<file path="src/rtl/selector_arbiter_if.sv">
// Client and selector-side signals of selector_arbiter; master is the arbiter side,
// slave is the side that owns the client requests and the unique_selector.
interface selector_arbiter_if #(
  parameter int N_REQ = 4
);
  logic [N_REQ-1:0] cli_req;
  logic [N_REQ-1:0] cli_ack;
  logic [2:0]       cli_num;
  logic [N_REQ-1:0] cli_grant;
  logic             exhausted;
  logic             timeout_err;
  logic             busy;
  logic             sel_req;
  logic             sel_done;
  logic [2:0]       sel_number;
  logic             sel_all;

  modport master (
    input  cli_req, sel_done, sel_number, sel_all,
    output cli_ack, cli_num, cli_grant, exhausted, timeout_err, busy, sel_req
  );

  modport slave (
    output cli_req, sel_done, sel_number, sel_all,
    input  cli_ack, cli_num, cli_grant, exhausted, timeout_err, busy, sel_req
  );
endinterface

</file>
<file path="src/rtl/selector_arbiter.sv">
// Round-robin share of one unique_selector among N_REQ clients; with zero gap and a
// 1-cycle selector, cli_req at t gives sel_req at t+1 and cli_ack at t+3.
module selector_arbiter #(
  parameter int N_REQ      = 4,
  parameter int GAP_CYCLES = 16,
  parameter int TIMEOUT    = 64
) (
  input  logic               clk,
  input  logic               rst,
  selector_arbiter_if.master bus
);
  localparam int PW = (N_REQ > 1) ? $clog2(N_REQ) : 1;

  localparam logic [2:0] S_IDLE      = 3'd0;
  localparam logic [2:0] S_ISSUE     = 3'd1;
  localparam logic [2:0] S_WAIT_DONE = 3'd2;
  localparam logic [2:0] S_GAP       = 3'd3;
  localparam logic [2:0] S_EXHAUSTED = 3'd4;

  logic [2:0]       state;
  logic [PW-1:0]    rr_ptr;
  logic [PW-1:0]    grant_id;
  logic [PW-1:0]    winner;
  logic [PW-1:0]    scan_idx;
  logic [PW-1:0]    next_ptr;
  logic [31:0]      timer;
  logic [31:0]      gap_cnt;
  logic [N_REQ-1:0] ack_q;
  logic [2:0]       num_q;
  logic             terr_q;
  logic [N_REQ-1:0] grant_oh;

  function automatic int wrap_idx(input int v);
    return (v >= N_REQ) ? v - N_REQ : v;
  endfunction

  // Scan from the highest offset down so the lowest offset from rr_ptr wins last.
  always_comb begin
    winner   = rr_ptr;
    scan_idx = '0;
    for (int i = N_REQ - 1; i >= 0; i--) begin
      scan_idx = PW'(wrap_idx(int'(rr_ptr) + i));
      if (bus.cli_req[scan_idx]) begin
        winner = scan_idx;
      end
    end
  end

  assign next_ptr = (grant_id == PW'(N_REQ - 1)) ? '0 : grant_id + 1'b1;
  assign grant_oh = {{(N_REQ-1){1'b0}}, 1'b1} << grant_id;

  // timer holds the number of cycles elapsed since the ISSUE cycle.
  always_ff @(posedge clk or posedge rst) begin
    if (rst) begin
      state    <= S_IDLE;
      rr_ptr   <= '0;
      grant_id <= '0;
      timer    <= '0;
      gap_cnt  <= '0;
      ack_q    <= '0;
      num_q    <= '0;
      terr_q   <= 1'b0;
    end else begin
      ack_q <= '0;
      case (state)
        S_IDLE: begin
          if (bus.sel_all) begin
            state <= S_EXHAUSTED;
          end else if (|bus.cli_req) begin
            grant_id <= winner;
            timer    <= '0;
            state    <= S_ISSUE;
          end
        end
        S_ISSUE: begin
          timer <= timer + 32'd1;
          state <= S_WAIT_DONE;
        end
        S_WAIT_DONE: begin
          if (bus.sel_done) begin
            num_q   <= bus.sel_number;
            ack_q   <= grant_oh;
            rr_ptr  <= next_ptr;
            gap_cnt <= '0;
            state   <= (GAP_CYCLES > 0) ? S_GAP : S_IDLE;
          end else if (timer == 32'(TIMEOUT - 1)) begin
            terr_q <= 1'b1;
            rr_ptr <= next_ptr;
            state  <= S_IDLE;
          end else begin
            timer <= timer + 32'd1;
          end
        end
        S_GAP: begin
          if (gap_cnt == 32'(GAP_CYCLES - 1)) begin
            state <= S_IDLE;
          end else begin
            gap_cnt <= gap_cnt + 32'd1;
          end
        end
        S_EXHAUSTED: begin
          state <= S_EXHAUSTED;
        end
        default: begin
          state <= S_IDLE;
        end
      endcase
    end
  end

  assign bus.sel_req     = (state == S_ISSUE);
  assign bus.busy        = (state == S_ISSUE) || (state == S_WAIT_DONE) || (state == S_GAP);
  assign bus.exhausted   = (state == S_EXHAUSTED);
  assign bus.cli_grant   = ((state == S_ISSUE) || (state == S_WAIT_DONE)) ? grant_oh : '0;
  assign bus.cli_ack     = ack_q;
  assign bus.cli_num     = num_q;
  assign bus.timeout_err = terr_q;
endmodule

</file>
<file path="src/flat_wrapper.sv">
// flat-port wrapper written by rule: the top's interface ports become plain ports
module selector_arbiter_flat 
#(
  parameter int N_REQ      = 4,
  parameter int GAP_CYCLES = 16,
  parameter int TIMEOUT    = 64
)
  (clk, rst, bus_cli_req, bus_sel_done, bus_sel_number, bus_sel_all, bus_cli_ack, bus_cli_num, bus_cli_grant, bus_exhausted, bus_timeout_err, bus_busy, bus_sel_req);
  selector_arbiter_if #(.N_REQ(N_REQ)) bus_i ();
  input  logic clk;
  input  logic rst;
  input wire logic [$bits(bus_i.cli_req)-1:0] bus_cli_req;
  input wire logic [$bits(bus_i.sel_done)-1:0] bus_sel_done;
  input wire logic [$bits(bus_i.sel_number)-1:0] bus_sel_number;
  input wire logic [$bits(bus_i.sel_all)-1:0] bus_sel_all;
  output wire logic [$bits(bus_i.cli_ack)-1:0] bus_cli_ack;
  output wire logic [$bits(bus_i.cli_num)-1:0] bus_cli_num;
  output wire logic [$bits(bus_i.cli_grant)-1:0] bus_cli_grant;
  output wire logic [$bits(bus_i.exhausted)-1:0] bus_exhausted;
  output wire logic [$bits(bus_i.timeout_err)-1:0] bus_timeout_err;
  output wire logic [$bits(bus_i.busy)-1:0] bus_busy;
  output wire logic [$bits(bus_i.sel_req)-1:0] bus_sel_req;
  assign bus_i.cli_req = bus_cli_req;
  assign bus_i.sel_done = bus_sel_done;
  assign bus_i.sel_number = bus_sel_number;
  assign bus_i.sel_all = bus_sel_all;
  assign bus_cli_ack = bus_i.cli_ack;
  assign bus_cli_num = bus_i.cli_num;
  assign bus_cli_grant = bus_i.cli_grant;
  assign bus_exhausted = bus_i.exhausted;
  assign bus_timeout_err = bus_i.timeout_err;
  assign bus_busy = bus_i.busy;
  assign bus_sel_req = bus_i.sel_req;
  selector_arbiter #(.N_REQ(N_REQ), .GAP_CYCLES(GAP_CYCLES), .TIMEOUT(TIMEOUT)) u_core (.clk(clk), .rst(rst), .bus(bus_i));
endmodule
</file>
<file path="config.mk">
export PLATFORM = sky130hd
export DESIGN_NAME = selector_arbiter_flat
export DESIGN_NICKNAME = d
export VERILOG_FILES = /design/src/rtl/selector_arbiter_if.sv /design/src/rtl/selector_arbiter.sv /design/src/flat_wrapper.sv
export SDC_FILE = /design/constraint.sdc
export NUM_CORES = 1
export LEC_CHECK = 0
export BUFFER_PORTS_ARGS = -buffer_cell sky130_fd_sc_hd__buf_4
export CELL_PAD_IN_SITES_DETAIL_PLACEMENT = 0
export CELL_PAD_IN_SITES_GLOBAL_PLACEMENT = 1
export CORE_MARGIN = 3
export CORE_UTILIZATION = 47
export DETAILED_ROUTE_END_ITERATION = 8
export PLACE_DENSITY = 0.85
export SYNTH_ARGS = -nofsm -noshare
export SYNTH_HDL_FRONTEND = slang
export SYNTH_SLANG_ARGS = --single-unit
</file>
<file path="constraint.sdc">
create_clock -name clk -period 2.7 [get_ports clk]
set_clock_uncertainty 0.05 [all_clocks]
set_input_delay 0.135 -clock clk [delete_from_list [all_inputs] [get_ports clk]]
set_output_delay 0.135 -clock clk [all_outputs]
set_load 0.01 [all_outputs]
</file>
After elaboration in Yosys (flattened, before gate mapping) --
Index checks and enable logic that the tools add are counted.
Storage, ports and cells: register bits 79, word-level logic and storage cells 95, output and inout port bits 15, input bits 11
Cells by class: eq/ne operators 16, add/sub/neg operators 10, order comparisons 8, bitwise gates (word level) 2, reductions and logical operators 14, shifts and indexed selects 1, mux-type cells 36
Operator list (count):
- $mux 32 | 6
- $pmux 32 s3 | 1
- $add 32x1->32 const B | 2
- $pmux 32 s2 | 1
- $eq 32x4->1 const B | 1
- $eq 32x6->1 const B | 1
- $mux 2 | 11
- $mux 3 | 5
- $pmux 3 s5 | 1
- $lt 2x3->1 const B | 4
- $mux 4 | 3
- $reduce_and 3->1 | 4
- $ne 2x2->1 const B | 5
- $ge 3x3->1 const B | 3
- $bmux 1 s2 | 4
- $sub 2x1->2 const B | 4
- $add 2x2->3 const B | 2
- $eq 3x2->1 const B | 2
- $ne 3x2->1 const B | 2
- $reduce_and 5->1 | 1
- $mux 1 | 4
- $ne 2x1->1 const B | 2
- $reduce_and 2->1 | 2
- $reduce_bool 2->1 | 2
- other kinds (12) | 14

Logic depth before layout (Yosys ltp) --
word-level depth 9, depth in mapped cells 8, gate-level depth less buffers 6

Least setup slack after synthesis --
No wires, ideal clock.
kind register -> register, from register u_core.timer[0], to register u_core.timer[18], period minus slack after synthesis 2458 ps, data arrival time 2268 ps, path slack 242 ps, stages on the path, launching flop included 9, buffers on the path 2, data required time 2510 ps, library setup time 140 ps, cell sequence dfrtp_1 ha_1 nand3_1 or3_1 or4_1 buf_2 buf_2 o311ai_0 o41ai_1
On the way: word-level cells in the longest chain between the ends 4, elaborated cells on any way between the ends 7, those cells by class add/sub (1); eq/ne (2); mux (3); reduce/logical (1)
Ends and longest elaborated chain:
- from (decl) | RTL line selector_arbiter.sv:26 | logic [31:0] timer;
- from (signal assigned) | RTL line selector_arbiter.sv:76 | timer <= timer + 32'd1;
- from (signal assigned) | RTL line selector_arbiter.sv:91 | timer <= timer + 32'd1;
- $add 32x1->32 | RTL line selector_arbiter.sv:76, selector_arbiter.sv:91
- $mux 32 | RTL line selector_arbiter.sv:86 | end else if (timer == 32'(TIMEOUT - 1)) begin
- $mux 32 | RTL line selector_arbiter.sv:80 | if (bus.sel_done) begin
- $pmux 32 s3 | RTL line selector_arbiter.sv:65 | case (state)
Parallel ways exist; a longest one is shown, timed or not. The select of a mux whose other input is x is not followed. A chain may end at the register's enable or synchronous reset.

Worst setup path after layout --
from register u_core.timer[1], to register u_core.timer[24]
Same word-level chain as after synthesis.

==> results_dict.tcl <==
set metrics [dict create \
    vdd_drop_max_mv 0.4616 \
    tightest_slew_ns 0.7852 \
    cp_top_family "simple AND/OR/NAND/NOR gates" \
    ant_nets 0 \
    syn_area_per_cell_um2 8.932 \
    die-area_um2 10510 \
    finalWirelength_mm 10.53 \
    grt_usage 0.2087 \
    path_depth 7 \
    syn-cell-area_um2 4377 \
    synth.most_common_cell "dfrtp_1" \
    max_stage_delay_ns 0.51 \
    slew_violations 0 \
    async_reset_ff_frac 1.000 \
    hold_viol 0 \
    cts_made_buffers 9 \
    antenna_cells 0 \
    yosys.area.top_type "dfrtp_1" \
    startpoint_type "flop" \
    gr-usage-met1 0.2687 \
    dr.first_iter.drc_count 126 \
    fin_util 0.5743 \
    core_um2 8891 \
    place_ws_ns 0.03997 \
    io_buffers 25 \
    cts_tree "yes" \
    ys_ff_latch 79 \
    cp.required_ns 2.92 \
    use_met3 0.03992 \
    htreeDepth 3 \
    antenna_found_initial 0 \
    synth_edf_count 0 \
    worstPathCellList "ha_4, nand3_2, or3_4, or4_1, buf_6, or4_1, a21oi_1" \
    numClockSinks 79 \
    r2r_cells 7 \
    worst_slew_margin_rel 0.4717 \
    clkTransAtPathRegs_ns 0.08 \
    critical_path_class "flop to flop" \
    dr.pass1.iters 4 \
    end_kind "flop" \
    crit_slowest_cell "or4_1" \
    outcome "completed" \
    synth_top_area_share 0.4517 \
    hpwl_mm 7.366 \
    worstSkewPairLatency_ns 0.35 \
    synthTopCellsByArea "dfrtp_1 45%, o31ai_1 4.6%, a21oi_1 4.1%" \
    ys_warn_count 0 \
    ys_seq_area_frac 0.4517 \
    gp_congestion 0.8768 \
    die_w_um 102.5 \
    yosys_most_used_dff "dfrtp_1" \
    row_count 34 \
    drv_cap 0 \
    critPathBufInv 1 \
    synthCells 490 \
    setup_viol 0 \
    leakage_nw 2.158 \
    nNetsFinal 550 \
    cts-root-buf "clkbuf_8" \
    vias_per_cell 6.068 \
    yosysUniqueCellTypes 47 \
    synthTopCellsByCount "79 x dfrtp_1, 46 x nand2_1, 36 x a21oi_1, 30 x nor2_1, 27 x o31ai_1" \
    fmax_ghz 0.3824 \
    num_vias 3908 \
    clock_path_buffers 2 \
    crit_arrival_ns 2.83 \
    start_util 0.4923 \
    crit_top_cell "or4_1" \
    hold_depth 2 \
    area_growth_pct 16.67 \
    fin_setup_tns_ns 0 \
    grt_pass1_vias 3670 \
    grt_pass1_wl_mm 17.46 \
    syn_nets 507 \
    min_period_ns 2.615 \
    route.detailed.drc 0 \
    grt_util_met2 0.3505 \
    crit_fanout 18 \
    drive_above_1_share 0.1530 \
    hp-class "primary input to flop" \
    wl_per_cell_um 16.35 \
    grt_remaining_overflow 0 \
    io_pins 26 \
    timing.final.crit_share 0.9684 \
    grt_max_degree 80 \
    power_per_cell_area_nw_per_um2 801.4 \
    fillers 786 \
    grt_busiest_layer "met2" \
    layout_setup_ws_ns 0.08524 \
    die_y_um 102.5 \
]
==> layout make-up <==
| type | count | area (µm²) | share of cell area |
|---|---|---|---|
| multi-input cells | 369 | 2263 | 0.4433 |
| flip-flops and latches | 79 | 1977 | 0.3872 |
| repair buffers | 55 | 439.2 | 0.08601 |
| clock buffers | 11 | 151.4 | 0.02965 |
| well taps | 108 | 135.1 | 0.02646 |
| inverters | 19 | 72.57 | 0.01421 |
| clock inverters | 3 | 67.56 | 0.01323 |
==> power breakdown <==
group	leakage, nW	switching (mW)	internal (mW)
combinational	0.976	0.694	0.568
clock	0.108	0.427	0.562
sequential	1.07	0.364	1.48
==> registers in the layout (all words and copies together) (netlist names) <==
signal                  cells
u_core.gap_cnt             32
u_core.timer               32
u_core.state                3
u_core.bus.timeout_err      1
u_core.bus.cli_ack          4
u_core.grant_id             2
u_core.rr_ptr               2
u_core.bus.cli_num          3
==> stage by stage <==
stage	power, mW	cells	hold WS [ns]	instance area (µm²)
finish	4.092	644	0.05971	5106
global route	4.377	644	0.04126	5106
floorplan	2.597	490	0.1904	4377
CTS	4.095	643	0.04485	5069
global placement	3.033	625	0.2133	4810
detailed placement	3.090	625	0.2189	4810
==> metal layers <==
| layer | up-vias | routed length, µm |
|---|---|---|
| li1 | 1936 | - |
| met1 | 1899 | 4855 |
| met2 | 62 | 5218 |
| met3 | 11 | 308 |
| met4 | 0 | 148 |
| met5 | - | 0 |
==> cell families (layout without fill, tap and decap cells) <==
| group | Yosys count | after routing | synth area share |
|---|---|---|---|
| adder cells (fa/ha/maj) | 6 | 6 | 0.01715 |
| AND/OR/NAND/NOR | 221 | 221 | 0.2733 |
| AO/OA/AOI/OAI | 127 | 127 | 0.1873 |
| flip-flops | 79 | 79 | 0.4517 |
| XOR/XNOR | 10 | 10 | 0.02001 |
| multiplexers | 5 | 5 | 0.01201 |
| buffers and inverters | 42 | 88 | 0.03859 |
==> worst reg2reg max path: stages, from the launching register on <==
cell and delay (ns):
dfrtp_1 0.43, ha_4 0.18, nand3_2 0.10, or3_4 0.41, or4_1 0.51, buf_6 0.18, or4_1 0.51, a21oi_1 0.16
==> worst paths after layout <==
check | startpoint | end | slack (ns)
min | bus_sel_done | u_core.bus.cli_ack[3]$_DFF_PP0_ | 0.06
max in group asynchronous | rst | u_core.gap_cnt[30]$_DFFE_PP0P_ | 1.89
min in group asynchronous | rst | u_core.bus.cli_num[1]$_DFFE_PP0P_ | 0.38
min reg2reg | u_core.bus.timeout_err$_DFFE_PP0P_ | u_core.bus.timeout_err$_DFFE_PP0P_ | 0.41
max | u_core.timer[1]$_DFFE_PP0P_ | u_core.timer[24]$_DFFE_PP0P_ | 0.09
max reg2reg | u_core.timer[1]$_DFFE_PP0P_ | u_core.timer[24]$_DFFE_PP0P_ | 0.09
==> cells in the final DEF, fill, tap and decap left out, drive strengths merged, types with 5 or more instances in the layout <==
| master | n |
|---|---|
| o211ai | 11 |
| a21oi | 36 |
| nor4 | 22 |
| o31ai | 27 |
| dfrtp | 79 |
| or2 | 5 |
| ha | 6 |
| buf | 51 |
| nor2 | 30 |
| o21ai | 27 |
| clkbuf | 11 |
| or3 | 20 |
| a31oi | 5 |
| nand2 | 46 |
| nand2b | 5 |
| xor2 | 6 |
| or4 | 21 |
| inv | 18 |
| nand4 | 15 |
| nand3 | 22 |
| and3 | 19 |
| nor3 | 9 |
==> timing repair <==
action                                 4_1_cts  5_1_grt
buffers inserted                             0        1
endpoints found under the hold margin       82        0
gates resized for setup                      0        6
hold buffers                                 4        0
setup endpoints to repair                    0        5
No activity file was read; power rests on OpenSTA's default activity.
